<file path="config.mk">
export PLATFORM = sky130hd
export DESIGN_NAME = k12a_fetch_unit
export DESIGN_NICKNAME = d
export VERILOG_FILES = /design/src/rtl/k12a_fetch_unit_pkg.sv /design/src/rtl/k12a_fetch_unit_program_counter.sv /design/src/rtl/k12a_fetch_unit.sv
export SDC_FILE = /design/constraint.sdc
export NUM_CORES = 1
export LEC_CHECK = 0
export CAP_MARGIN = 20
export CORE_AREA = 3 3 63 88
export CTS_CLUSTER_SIZE = 12
export DETAILED_ROUTE_END_ITERATION = 6
export DIE_AREA = 0 0 66 91
export PLACE_DENSITY = 0.78
export SETUP_SLACK_MARGIN = 0.3
export SLEW_MARGIN = 10
export SYNTH_ARGS = -nofsm -noshare
export SYNTH_HDL_FRONTEND = slang
export SYNTH_SLANG_ARGS = --single-unit
</file>
<file path="constraint.sdc">
create_clock -name clock -period 2.4 [get_ports clock]
set_input_delay 0.48 -clock clock [delete_from_list [all_inputs] [get_ports clock]]
set_output_delay 0.48 -clock clock [all_outputs]
set_load 0.005 [all_outputs]
</file>
<file path="src/rtl/k12a_fetch_unit_pkg.sv">
// Shared types and constants for the k12a instruction fetch unit.
// Holds the fetch FSM state encoding and the default reset PC.
package k12a_fetch_unit_pkg;

   typedef enum logic [1:0] {
      FETCH_STATE_IDLE = 2'd0,
      FETCH_STATE_HI   = 2'd1,
      FETCH_STATE_LO   = 2'd2,
      FETCH_STATE_DONE = 2'd3
   } fetch_state_t;

   localparam logic [15:0] K12A_RESET_PC_DEFAULT = 16'h0000;

endpackage

</file>
<file path="src/rtl/k12a_fetch_unit_program_counter.sv">
// 16-bit program counter with restore > load > increment priority.
// Arithmetic wraps modulo 2^16.
module k12a_program_counter #(
   parameter logic [15:0] RESET_PC = 16'h0000
) (
   input  logic        clock,
   input  logic        reset,
   input  logic        load,
   input  logic [15:0] load_value,
   input  logic        inc,
   input  logic        restore,
   input  logic [15:0] restore_value,
   output logic [15:0] pc
);

   logic [15:0] pc_d;
   logic [15:0] pc_q;

   // NOTE: pc_d gets a default before any branch so no path leaves it unassigned, which would infer a latch.
   always_comb begin
      pc_d = pc_q;
      if (restore) begin
         pc_d = restore_value;
      end else if (load) begin
         pc_d = load_value;
      end else if (inc) begin
         pc_d = pc_q + 16'd1;
      end
   end

   // NOTE: state registers use non-blocking assignments so every flop samples pre-edge values.
   always_ff @(posedge clock or posedge reset) begin
      if (reset) begin
         pc_q <= RESET_PC;
      end else begin
         pc_q <= pc_d;
      end
   end

   assign pc = pc_q;

endmodule

</file>
<file path="src/rtl/k12a_fetch_unit.sv">
// Instruction fetch: assembles a big-endian 16-bit instruction from two byte reads.
// Optional per-byte wait timeout is enabled by defining K12A_FETCH_TIMEOUT_EN.
module k12a_fetch_unit
   import k12a_fetch_unit_pkg::*;
#(
   parameter logic [15:0] RESET_PC = K12A_RESET_PC_DEFAULT
`ifdef K12A_FETCH_TIMEOUT_EN
  ,parameter int          TIMEOUT_CYCLES = 16
`endif
) (
   input  logic        clock,
   input  logic        reset,
   input  logic        fetch_start,
   input  logic        pc_load,
   input  logic [15:0] pc_load_value,
   input  logic [7:0]  data_bus,
   input  logic        mem_ready,
   output logic        mem_rd,
   output logic [15:0] mem_addr,
   output logic [15:0] inst,
   output logic [15:0] pc,
   output logic        busy,
   output logic        fetch_done
`ifdef K12A_FETCH_TIMEOUT_EN
  ,output logic        fetch_error
`endif
);

   fetch_state_t state_d, state_q;
   logic [7:0]   hi_d, hi_q;
   logic [15:0]  inst_d, inst_q;
   logic         pc_load_en;
   logic         pc_inc;
   logic         pc_restore;
   logic [15:0]  pc_restore_value;

`ifdef K12A_FETCH_TIMEOUT_EN
   localparam int WAIT_W = $clog2(TIMEOUT_CYCLES + 1);
   logic [WAIT_W-1:0] wait_d, wait_q;
   logic [15:0]       start_pc_d, start_pc_q;
   logic              fetch_error_d, fetch_error_q;
`endif

   always_comb begin
      state_d          = state_q;
      hi_d             = hi_q;
      inst_d           = inst_q;
      pc_load_en       = 1'b0;
      pc_inc           = 1'b0;
      pc_restore       = 1'b0;
      pc_restore_value = 16'h0000;
`ifdef K12A_FETCH_TIMEOUT_EN
      wait_d           = '0;
      start_pc_d       = start_pc_q;
      fetch_error_d    = 1'b0;
`endif
      unique case (state_q)
         FETCH_STATE_IDLE: begin
            pc_load_en = pc_load;
            if (fetch_start) begin
               state_d = FETCH_STATE_HI;
`ifdef K12A_FETCH_TIMEOUT_EN
               start_pc_d = pc_load ? pc_load_value : pc;
`endif
            end
         end
         FETCH_STATE_HI, FETCH_STATE_LO: begin
            if (mem_ready) begin
               pc_inc = 1'b1;
               if (state_q == FETCH_STATE_HI) begin
                  hi_d    = data_bus;
                  state_d = FETCH_STATE_LO;
               end else begin
                  inst_d  = {hi_q, data_bus};
                  state_d = FETCH_STATE_DONE;
               end
`ifdef K12A_FETCH_TIMEOUT_EN
            end else if (wait_q == WAIT_W'(TIMEOUT_CYCLES - 1)) begin
               // This is the last allowed wait cycle: abandon and rewind to the fetch origin.
               state_d          = FETCH_STATE_IDLE;
               pc_restore       = 1'b1;
               pc_restore_value = start_pc_q;
               fetch_error_d    = 1'b1;
            end else begin
               wait_d = wait_q + WAIT_W'(1);
`endif
            end
         end
         FETCH_STATE_DONE: begin
            state_d = FETCH_STATE_IDLE;
         end
         default: begin
            state_d = FETCH_STATE_IDLE;
         end
      endcase
   end

   always_ff @(posedge clock or posedge reset) begin
      if (reset) begin
         state_q <= FETCH_STATE_IDLE;
         hi_q    <= 8'h00;
         inst_q  <= 16'h0000;
      end else begin
         state_q <= state_d;
         hi_q    <= hi_d;
         inst_q  <= inst_d;
      end
   end

`ifdef K12A_FETCH_TIMEOUT_EN
   always_ff @(posedge clock or posedge reset) begin
      if (reset) begin
         wait_q        <= '0;
         start_pc_q    <= RESET_PC;
         fetch_error_q <= 1'b0;
      end else begin
         wait_q        <= wait_d;
         start_pc_q    <= start_pc_d;
         fetch_error_q <= fetch_error_d;
      end
   end

   assign fetch_error = fetch_error_q;
`endif

   k12a_program_counter #(
      .RESET_PC (RESET_PC)
   ) u_pc (
      .clock         (clock),
      .reset         (reset),
      .load          (pc_load_en),
      .load_value    (pc_load_value),
      .inc           (pc_inc),
      .restore       (pc_restore),
      .restore_value (pc_restore_value),
      .pc            (pc)
   );

   assign mem_rd     = (state_q == FETCH_STATE_HI) || (state_q == FETCH_STATE_LO);
   assign busy       = (state_q != FETCH_STATE_IDLE);
   assign fetch_done = (state_q == FETCH_STATE_DONE);
   assign mem_addr   = pc;
   assign inst       = inst_q;

endmodule

</file>
Word-level counts from Yosys, hierarchy flattened
Cells that the tools add are included.
{ "totals": {"out_inout_bits": 51, "mem_bits_rw": 0, "memories": 0, "latchBits": 0, "rom_bits": 0, "regBits": 42} }
{ "classes": {"add_sub_neg": 1, "n_shift": 0, "muxes": 9, "div": 0, "n_reduce_logical": 8, "bitwise_logic": 1, "n_mul": 0, "n_eq_ne": 5, "magnitude_cmp": 0} }
{ "op_table": {"columns": ["cell", "n"], "rows": [
  ["16-bit two-way mux", 2],
  ["16-bit by 1-bit adder with 16-bit output, second input constant", 1],
  ["2-bit one-hot mux with 3 select lines", 1],
  ["3-bit AND reduction", 2],
  ["2-bit equality test, second input constant", 2],
  ["1-bit two-way mux", 4],
  ["2-bit two-way mux", 2],
  ["2-bit inequality test, second input constant", 2],
  ["2-bit nonzero test", 2],
  ["2-bit by 1-bit equality test with 1-bit output, second input constant", 1],
  ["2-bit logical NOT", 1],
  ["2-bit AND reduction", 1],
  ["2-bit OR reduction", 1],
  ["1-bit logical OR", 1],
  ["1-bit inverter", 1]
]} }

Depth between registers and ports, before layout
Gate-level depths: netlist (run 1).
{ "logic_depth": {"ltp_word": 5, "depth_mapped": 8} }

Hierarchy
A second synthesis (run 1) with hierarchy kept.
{ "unflattened": {"cells_unflattened": 228, "area_unflattened_um2": 2387.3} }
{ "by_module_without_submodules": {"columns": ["mod", "area_each_um2", "cells_per_inst", "instances", "seq_area_each_um2"], "rows": [
  ["k12a_fetch_unit", 1247.4, 89, 1, 650.6],
  ["k12a_program_counter", 1139.8, 139, 1, 400.4]
]} }

Least setup slack after synthesis (run 1)
OpenSTA, ideal clock, no wires.
{ "synth_timing": {"path_type": "register -> register", "from": "register state_q[0]", "to": "register inst_q[0], in the netlist inst[0]", "path_slack_ns": 0.291, "arrival_ns": 1.982, "path_stages_with_launch": 8, "t_required_ns": 2.273, "setup_ns": 0.127, "cell_sequence": "dfrtp_1 -> inv_1 -> ha_1 -> nand2_1 -> or2_1 -> clkbuf_1 -> clkbuf_1 -> mux2_1"} }
{ "synth_via": {"elab_chain_cells": 3, "word_cells_on_any_way": 5, "classes_between": "2 x eq/ne; 1 x bitwise; 2 x reduce/logical"} }
{ "synth_lines": {"columns": ["element", "line", "rtl"], "rows": [
  ["start: declaration", "k12a_fetch_unit.sv:29", "fetch_state_t state_d, state_q;"],
  ["start signal: assignment", "k12a_fetch_unit.sv:104", "state_q <= state_d;"],
  ["2-bit by 1-bit equality test with 1-bit output / 2-bit equality test (equally long branches)", "k12a_fetch_unit.sv:57, k12a_fetch_unit.sv:70", null],
  ["2-bit OR reduction / 1-bit inverter (equally long branches)", null, null],
  ["3-bit AND reduction (no source line) *", null, null],
  ["end signal: assignment", "k12a_fetch_unit.sv:106", "inst_q <= inst_d;"],
  ["end: declaration", "k12a_fetch_unit.sv:31", "logic [15:0] inst_d, inst_q;"]
]} }
Mark *: on every way between the ends. The rest lies on a longest branch, timed or not.
A chain may end at the register's enable or synchronous reset.

Worst setup path in the final report (run 1)
{ "layout_timing": {"from": "register state_q[1]", "to": "output port mem_rd"} }
{ "layout_via": {"elab_chain_cells": 2, "word_cells_on_any_way": 3, "classes_between": "2 x eq/ne; 1 x reduce/logical"} }
{ "layout_lines": {"columns": ["element", "line", "rtl"], "rows": [
  ["2-bit by 1-bit equality test with 1-bit output / 2-bit equality test (equally long branches)", "k12a_fetch_unit.sv:139", "assign mem_rd = (state_q == FETCH_STATE_HI) || (state_q == FETCH_STATE_LO);"],
  ["1-bit logical OR *", "k12a_fetch_unit.sv:139", null],
  ["end: declaration", "k12a_fetch_unit.sv:18", "output logic mem_rd,"]
]} }
Marked as above.

==> tab_implementation.tex, run 1 <==
\begin{tabular}{lr}
\hline
Metric & Value \\
\hline
\multicolumn{2}{l}{\textbf{Run status}} \\
Outcome & finished clean \\
\multicolumn{2}{l}{\textbf{Clocking}} \\
Clock slew at the register clock pins of the worst setup and hold paths & 0.08 ns \\
Hold buffers post-CTS & 0 \\
TritonCTS sink count & 42 \\
Clk root buf & clkbuf\_8 \\
Clk\_lat worst skew & 0.29 ns \\
CTS HTree Levels & 2 \\
Max Buffers Root-to-Sink & 2 \\
Number of buffers inserted during clock tree synthesis & 5 \\
Clock tree from TritonCTS & done \\
\multicolumn{2}{l}{\textbf{Power and ir drop}} \\
Static leakage & 1.19 nW \\
Largest voltage drop on the vdd net & 658 µV \\
Ratio of total power to cell area & 1290 mW/mm² \\
\multicolumn{2}{l}{\textbf{Min path}} \\
Type of the worst min-delay path & reg -> reg \\
Worst hold path depth & 1 \\
\multicolumn{2}{l}{\textbf{Critical path}} \\
WP data required & 1.92 ns \\
Largest delay contributor family on the critical path & buffers and inverters \\
Critical Path Sink Type & output port \\
Critical path buffers and inverters & 2 \\
Worst setup path category & reg -> out \\
Longest individual stage delay on the worst path & 0.50 ns \\
Levels on crit path & 3 \\
Depth of the most critical reg-to-reg path & 4 \\
Data arrival time of the critical path & 1.53 ns \\
Sequence of cells on the critical path & inv\_1, ha\_4, clkdlybuf4s50\_1 \\
Kind of start point of the critical path & flop \\
Reg-to-reg slack, setup & 0.41 ns \\
Maximum fanout along the worst path & 6 \\
Slowest CP cell & clkdlybuf4s50\_1 \\
\multicolumn{2}{l}{\textbf{Finish}} \\
Fraction of final layout cells with drive strength greater than 1 & 0.149 \\
Antenna Cells & 0 \\
Area of the multi-input gates & 845 µm² \\
End-of-flow core utilization & 0.616 \\
Register area & 0.00105 mm² \\
Growth of design area from synthesis to finish & 45.1\% \\
Number of filler cells placed in the layout & 401 \\
Total number of nets in the final design & 293 \\
\multicolumn{2}{l}{\textbf{Timing}} \\
Final setup vio count & 0 \\
Setup Skew & 0.00736 ns \\
Number of slew-limit violations in the final report & 0 \\
Share of the cycle needed by the critical path after routing & 0.839 \\
Hold Fails Final Rpt & 0 \\
Unrepaired setup endpoints after global routing & false \\
FMAX & 497 MHz \\
Clock period minus worst slack & 2.01 ns \\
Minimum setup slack in the final design & 0.387 ns \\
Setup TNS after final layout & 0 ns \\
Max transition margin & 0.549 \\
Worst Max-Slew Pin Slew & 0.675 ns \\
\multicolumn{2}{l}{\textbf{Logic synthesis}} \\
Register bit count reported by yosys & 42 \\
Cell area after synthesis & 0.00206 mm² \\
Area fraction in compound gates after synthesis & 0.0712 \\
Synth Net Count & 219 \\
Yosys top cell by area & dfrtp\_1 \\
Per-instance average area after synthesis & 11.1 µm² \\
Fraction of synthesized cell area taken by the top area cell type & 0.511 \\
Dominant combinational cell family by area after synthesis & multiplexers \\
Number of warnings reported in the yosys synthesis log & 0 \\
Sequential fraction of the synthesis area & 0.511 \\
Post-synthesis instance total & 186 \\
EDFF count, synth & 0 \\
Fraction of the mapped netlist area in adder cells & 0.0243 \\
Cell types with the largest area share after synthesis & dfrtp\_1 51\%, mux2\_2 8.2\%, buf\_4 5.8\% \\
Multiplexer share of the synthesized area & 0.136 \\
Number of different library cells in the post-synthesis netlist & 32 \\
Fraction of registers with async set or reset after synthesis & 1.00 \\
Xor-xnor portion of the synthesized cell area & 0.0469 \\
Primary flip-flop cell chosen by synthesis mapping & dfrtp\_1 \\
Post-Synth Simple-Gate Area & 0.126 \\
\multicolumn{2}{l}{\textbf{Global routing}} \\
Number of antenna violations at the first check in global routing & 0 \\
Maximum number of pins on one net before global-route repair & 25 \\
Vias in the first global route & 1648 \\
Total global routing track utilization & 0.170 \\
Wire length of the first global-routing pass & 7970 µm \\
Grt total ovfl & 0 \\
\multicolumn{2}{l}{\textbf{Die}} \\
IO Pins & 80 \\
Num rows & 30 \\
Die X & 66 µm \\
Die footprint & 0.00601 mm² \\
Initial standard-cell utilization of the core & 0.425 \\
Die height & 91 µm \\
Area of the core & 0.00484 mm² \\
\multicolumn{2}{l}{\textbf{Routing}} \\
Routed vias/inst & 4.92 \\
Post-Route WL & 4730 µm \\
Routed len/inst & 14.6 µm \\
Count of antenna-violating nets left after detailed routing & 0 \\
Drt drc & 0 \\
Vias & 1598 \\
Drt initial violations & 31 \\
Number of iterations in the first detailed-routing pass & 4 \\
\multicolumn{2}{l}{\textbf{Placed design}} \\
Setup Slack @ Placement & 0.322 ns \\
Number of port buffers & 79 \\
Placer congestion estimate & 0.811 \\
DP HPWL & 3550 µm \\
\multicolumn{2}{l}{\textbf{Job}} \\
Max-cap violations & 0 \\
\hline
\end{tabular}
Yosys cell counts, drive strengths merged, types with 2 or more instances:
| cell | instances |
|---|---|
| buf | 16 |
| nand4 | 3 |
| o21ai | 13 |
| inv | 9 |
| nor4 | 4 |
| a21oi | 3 |
| a31oi | 4 |
| mux2 | 24 |
| nor3 | 4 |
| nand3 | 4 |
| o31ai | 2 |
| ha | 4 |
| clkbuf | 5 |
| or2 | 2 |
| xnor2 | 10 |
| nand2 | 18 |
| nor2 | 7 |
| dfrtp | 42 |
| or4 | 3 |
| o41ai | 2 |
where the power goes:
part           internal [mW]  switching (mW)
Combinational           1.26           0.699
Sequential              1.08           0.326
Clock                  0.237           0.247
metrics by stage:
stage	std cells	total power, mW	hold slack (ns)	area (µm²)
after CTS	324	3.88	0.505	2970
after global routing	325	4.13	0.519	2980
after floorplan	186	2.35	0.452	2060
after detailed placement	315	3.32	0.481	2850
after global placement	315	3.25	0.463	2850
final	325	3.84	0.499	2980
layout by cell type, fill, tap and decap left out, types with 2 or more instances in the layout:
cell / instances
clkdlybuf4s50_1: 79
dfrtp_1: 39
o31ai_1: 2
xnor2_1: 10
mux2_2: 15
inv_1: 9
a21oi_1: 3
a31oi_1: 4
or4_1: 2
nor3_1: 4
clkbuf_8: 6
buf_4: 8
nand2_1: 18
nor4_1: 4
or2_1: 2
o21ai_1: 5
o21ai_0: 8
nand3_1: 3
o41ai_1: 2
nor2_1: 7
nand4_1: 2
mux2_1: 9
dfrtp_2: 3
ha_1: 3
path summary, 6_finish.rpt:
path | start | to
min in group asynchronous | reset | u_pc.pc[9]$_DFFE_PP0P_
max in group asynchronous | reset | hi_q[1]$_DFFE_PP0P_
worst min register to register | inst[2]$_DFFE_PP0P_ | inst[2]$_DFFE_PP0P_
worst max-delay path | state_q[1]$_DFFE_PP0P_ | mem_rd
worst max register to register | u_pc.pc[7]$_DFFE_PP0P_ | u_pc.pc[15]$_DFFE_PP0P_
worst min-delay path | inst[2]$_DFFE_PP0P_ | inst[2]$_DFFE_PP0P_
what timing repair did:
action / 4_1_cts / 5_1_grt
gates resized for setup: 1 / 3
endpoints found under the setup margin: 1 / 3
pin swaps: 0 / 0
buffers inserted: 1 / 1
routing by layer:
| metal | up-vias | track usage | part of all wire |
|---|---|---|---|
| met2 | 58 | 0.287 | 0.52 |
| met1 | 757 | 0.197 | 0.38 |
| met4 | 0 | 0.0475 | 0.014 |
| met5 | - | 0 | 0 |
| met3 | 7 | 0.0668 | 0.084 |
| li1 | 776 | - | - |
area by class of cell:
type / count / share of cell area
Clock buffer: 6 / 0.0277
Tap cell: 64 / 0.0268
Inverter: 9 / 0.0113
Sequential cell: 42 / 0.354
Clock inverter: 2 / 0.00545
Timing Repair Buffer: 88 / 0.292
Multi-Input combinational cell: 114 / 0.283
state kept, by name, indices dropped and copies added (netlist names):
signal / count
hi_q: 8
inst: 16
state_q: 2
u_pc.pc: 16
logic make-up after synthesis:
| kind of cell | after synthesis |
|---|---|
| AOI/OAI and AO/OA | 25 |
| buffers and inverters | 30 |
| adders and majority gates | 4 |
| DFF | 42 |
| and+or+nand+nor | 49 |
| muxes | 25 |
| xor gates and xnor gates | 11 |
(Power assumes the default switching activity.)
==> run 2, diff against run 1 <==
Clock period 2.4 ns to 2 ns, I/O delays scaled along.
==> tab_implementation.tex, run 2 (synthesis gave the netlist of run 1 again) <==
\begin{tabular}{lr}
\hline
Metric & Value \\
\hline
\multicolumn{2}{l}{\textbf{Global routing}} \\
Maximum number of pins on one net before global-route repair & 43 (+72\%) \\
Total global routing track utilization & 0.186 (+0.0158) \\
Number of antenna violations at the first check in global routing & 0 (unchanged) \\
Wire length of the first global-routing pass & 8780 µm (+10\%) \\
Grt total ovfl & 0 (unchanged) \\
Vias in the first global route & 1859 (+13\%) \\
\multicolumn{2}{l}{\textbf{Finish}} \\
Commonest cells after routing, fill and taps aside & 61 x clkdlybuf4s50\_1, 31 x dfrtp\_1, 31 x buf\_4, 16 x nand2\_1, 15 x mux2\_2 \\
Area of the multi-input gates & 0.00101 mm² (+19\%) \\
Total number of nets in the final design & 326 (+11\%) \\
Fraction of final layout cells with drive strength greater than 1 & 0.374 (+0.225) \\
Register area & 0.00106 mm² (+0.95\%) \\
Growth of design area from synthesis to finish & 71.3\% \\
Number of filler cells placed in the layout & 320 (-20\%) \\
Most frequent standard cell in the layout excluding fill and tap cells & clkdlybuf4s50\_1 \\
Final cell count without fillers & 358 (+10\%) \\
Antenna Cells & 0 (unchanged) \\
\multicolumn{2}{l}{\textbf{Critical path}} \\
Slowest CP cell & or4\_4 \\
Worst setup path category & reg -> reg \\
Maximum fanout along the worst path & 4 (-2) \\
WP data required & 2.22 ns (+0.30 ns) \\
Critical Path Sink Type & flop \\
Kind of start point of the critical path & flop \\
Largest delay contributor family on the critical path & simple AND/OR/NAND/NOR gates \\
Longest individual stage delay on the worst path & 0.52 ns (+0.02 ns) \\
Sequence of cells on the critical path & buf\_6, nand3\_4, or4\_4, or4\_1, a31oi\_1 \\
Critical path buffers and inverters & 1 (-1) \\
Data arrival time of the critical path & 2.01 ns (+0.48 ns) \\
\multicolumn{2}{l}{\textbf{Routing}} \\
Routed vias/inst & 5.14 (+4.5\%) \\
Post-Route WL & 5930 µm (+25\%) \\
Count of antenna-violating nets left after detailed routing & 0 (unchanged) \\
Drt drc & 0 (unchanged) \\
Drt initial violations & 71 (+130\%) \\
Vias & 1840 (+15\%) \\
Number of iterations in the first detailed-routing pass & 4 (unchanged) \\
Routed len/inst & 16.6 µm (+14\%) \\
\multicolumn{2}{l}{\textbf{Timing}} \\
Worst Max-Slew Pin Slew & 0.514 ns (-0.161 ns) \\
Setup Skew & 0.00726 ns (-0.000106 ns) \\
Final setup vio count & 0 (unchanged) \\
Setup TNS after final layout & 0 ns (unchanged) \\
Clock period minus worst slack & 1.79 ns \\
Hold Fails Final Rpt & 0 (unchanged) \\
Share of the cycle needed by the critical path after routing & 0.894 \\
Number of slew-limit violations in the final report & 0 (unchanged) \\
Max transition margin & 0.657 (+0.108) \\
FMAX & 559 MHz \\
Unrepaired setup endpoints after global routing & true \\
\multicolumn{2}{l}{\textbf{Die}} \\
Num rows & 30 (unchanged) \\
Die height & 91 µm (unchanged) \\
Initial standard-cell utilization of the core & 0.425 (unchanged) \\
IO Pins & 80 (unchanged) \\
Die footprint & 0.00601 mm² (unchanged) \\
Area of the core & 0.00484 mm² (unchanged) \\
Die X & 66 µm (unchanged) \\
\multicolumn{2}{l}{\textbf{Power and ir drop}} \\
Ratio of total power to cell area & 1620 mW/mm² (+26\%) \\
Largest voltage drop on the vdd net & 859 µV (+31\%) \\
Static leakage & 1.61 nW (+35\%) \\
\multicolumn{2}{l}{\textbf{Min path}} \\
Type of the worst min-delay path & reg -> reg \\
\multicolumn{2}{l}{\textbf{Placed design}} \\
DP HPWL & 3690 µm (+3.8\%) \\
\# placed instances & 322 (+2.2\%) \\
Number of port buffers & 79 (unchanged) \\
Placer congestion estimate & 0.752 (-7.2\%) \\
\multicolumn{2}{l}{\textbf{Clocking}} \\
Clock tree from TritonCTS & done \\
CTS HTree Levels & 2 (unchanged) \\
Number of buffers inserted during clock tree synthesis & 5 (unchanged) \\
Clock slew at the register clock pins of the worst setup and hold paths & 0.09 ns (about the same) \\
TritonCTS sink count & 42 (unchanged) \\
Clk root buf & clkbuf\_8 \\
Clk\_lat worst skew & 0.29 ns (about the same) \\
Hold buffers post-CTS & 0 (unchanged) \\
Max Buffers Root-to-Sink & 2 (unchanged) \\
\multicolumn{2}{l}{\textbf{Job}} \\
Max-cap violations & 0 (unchanged) \\
\multicolumn{2}{l}{\textbf{Run status}} \\
Outcome & finished clean \\
\hline
\end{tabular}
==> run 2: changes by cell type in the layout (fill, tap and decap cells not counted), moves of 5 or more <==
cell / previous run / this run
buf_4: 8 / 31
dfrtp_1: 39 / 31
dlymetal6s2s_1: 0 / 11
buf_6: 0 / 8
mux2_4: 0 / 9
dlygate4sd2_1: 0 / 5
dfrtp_2: 3 / 11
clkdlybuf4s50_1: 79 / 61
mux2_1: 9 / 0
==> run 2: repair_timing <==
item                                   4_1_cts  5_1_grt
setup buffers                               17        9
pin swaps                                    7       11
cloned                                       1        1
endpoints found under the hold margin        0        0
setup endpoints to repair                   16       50
gates resized for setup                     23       42
==> run 2: stage by stage <==
| step | area, µm² | hold slack (ns) | power (mW) | util | setup WS, ns |
|---|---|---|---|---|---|
| finish | 3520 | 0.507 | 5.71 | 0.727 | 0.211 |
| global route | 3520 | 0.520 | 6.04 | 0.727 | 0.158 |
| CTS | 3290 | 0.510 | 5.43 | 0.680 | 0.214 |
| detailed placement | 2960 | 0.491 | 4.26 | 0.611 | -0.0187 |
| global placement | 2960 | 0.464 | 4.18 | 0.611 | 0.0673 |
| floorplan | 2140 | 0.452 | 3.04 | - | 0.215 |
==> run 2: final cells by class <==
class                      count  area share
sequential                    42       0.302
clock inverter                 3      0.0195
inverter                       9     0.00959
multi-input combinational    114       0.286
tap                           64      0.0227
clock buffer                   5      0.0195
timing repair buffer         121       0.340
==> run 2: path summary, 6_finish.rpt <==
kind | from | endpoint | slack (ns) | depth (start not counted)
min in group asynchronous | reset | u_pc.pc[15]$_DFFE_PP0P_ | 0.53 | 3
setup reg to reg | u_pc.pc[5]$_DFFE_PP0P_ | u_pc.pc[15]$_DFFE_PP0P_ | 0.21 | 5
hold / removal | hi_q[6]$_DFFE_PP0P_ | hi_q[6]$_DFFE_PP0P_ | 0.51 | 1
setup / recovery | u_pc.pc[5]$_DFFE_PP0P_ | u_pc.pc[15]$_DFFE_PP0P_ | 0.21 | 5
hold reg to reg | hi_q[6]$_DFFE_PP0P_ | hi_q[6]$_DFFE_PP0P_ | 0.51 | 1
max in group asynchronous | reset | u_pc.pc[0]$_DFFE_PP0P_ | 1.08 | 3
==> run 2: metal layers <==
layer / global-route usage / vias up / part of all wire
met5: 0 / - / 0
met2: 0.344 / 76 / 0.56
li1: - / 845 / -
met3: 0.0396 / 10 / 0.056
met4: 0.0441 / 0 / 0.013
met1: 0.212 / 909 / 0.37
==> run 2: power breakdown <==
part | switching (mW) | internal, mW
sequential | 0.366 | 1.31
combinational | 1.20 | 2.03
clock | 0.300 | 0.500
total | 1.87 | 3.84
==> run 2: worst reg2reg max path: stages (launching register included) <==
cell and delay [ns]:
dfrtp_1 0.38, buf_6 0.11, nand3_4 0.07, or4_4 0.52
or4_1 0.48, a31oi_1 0.16
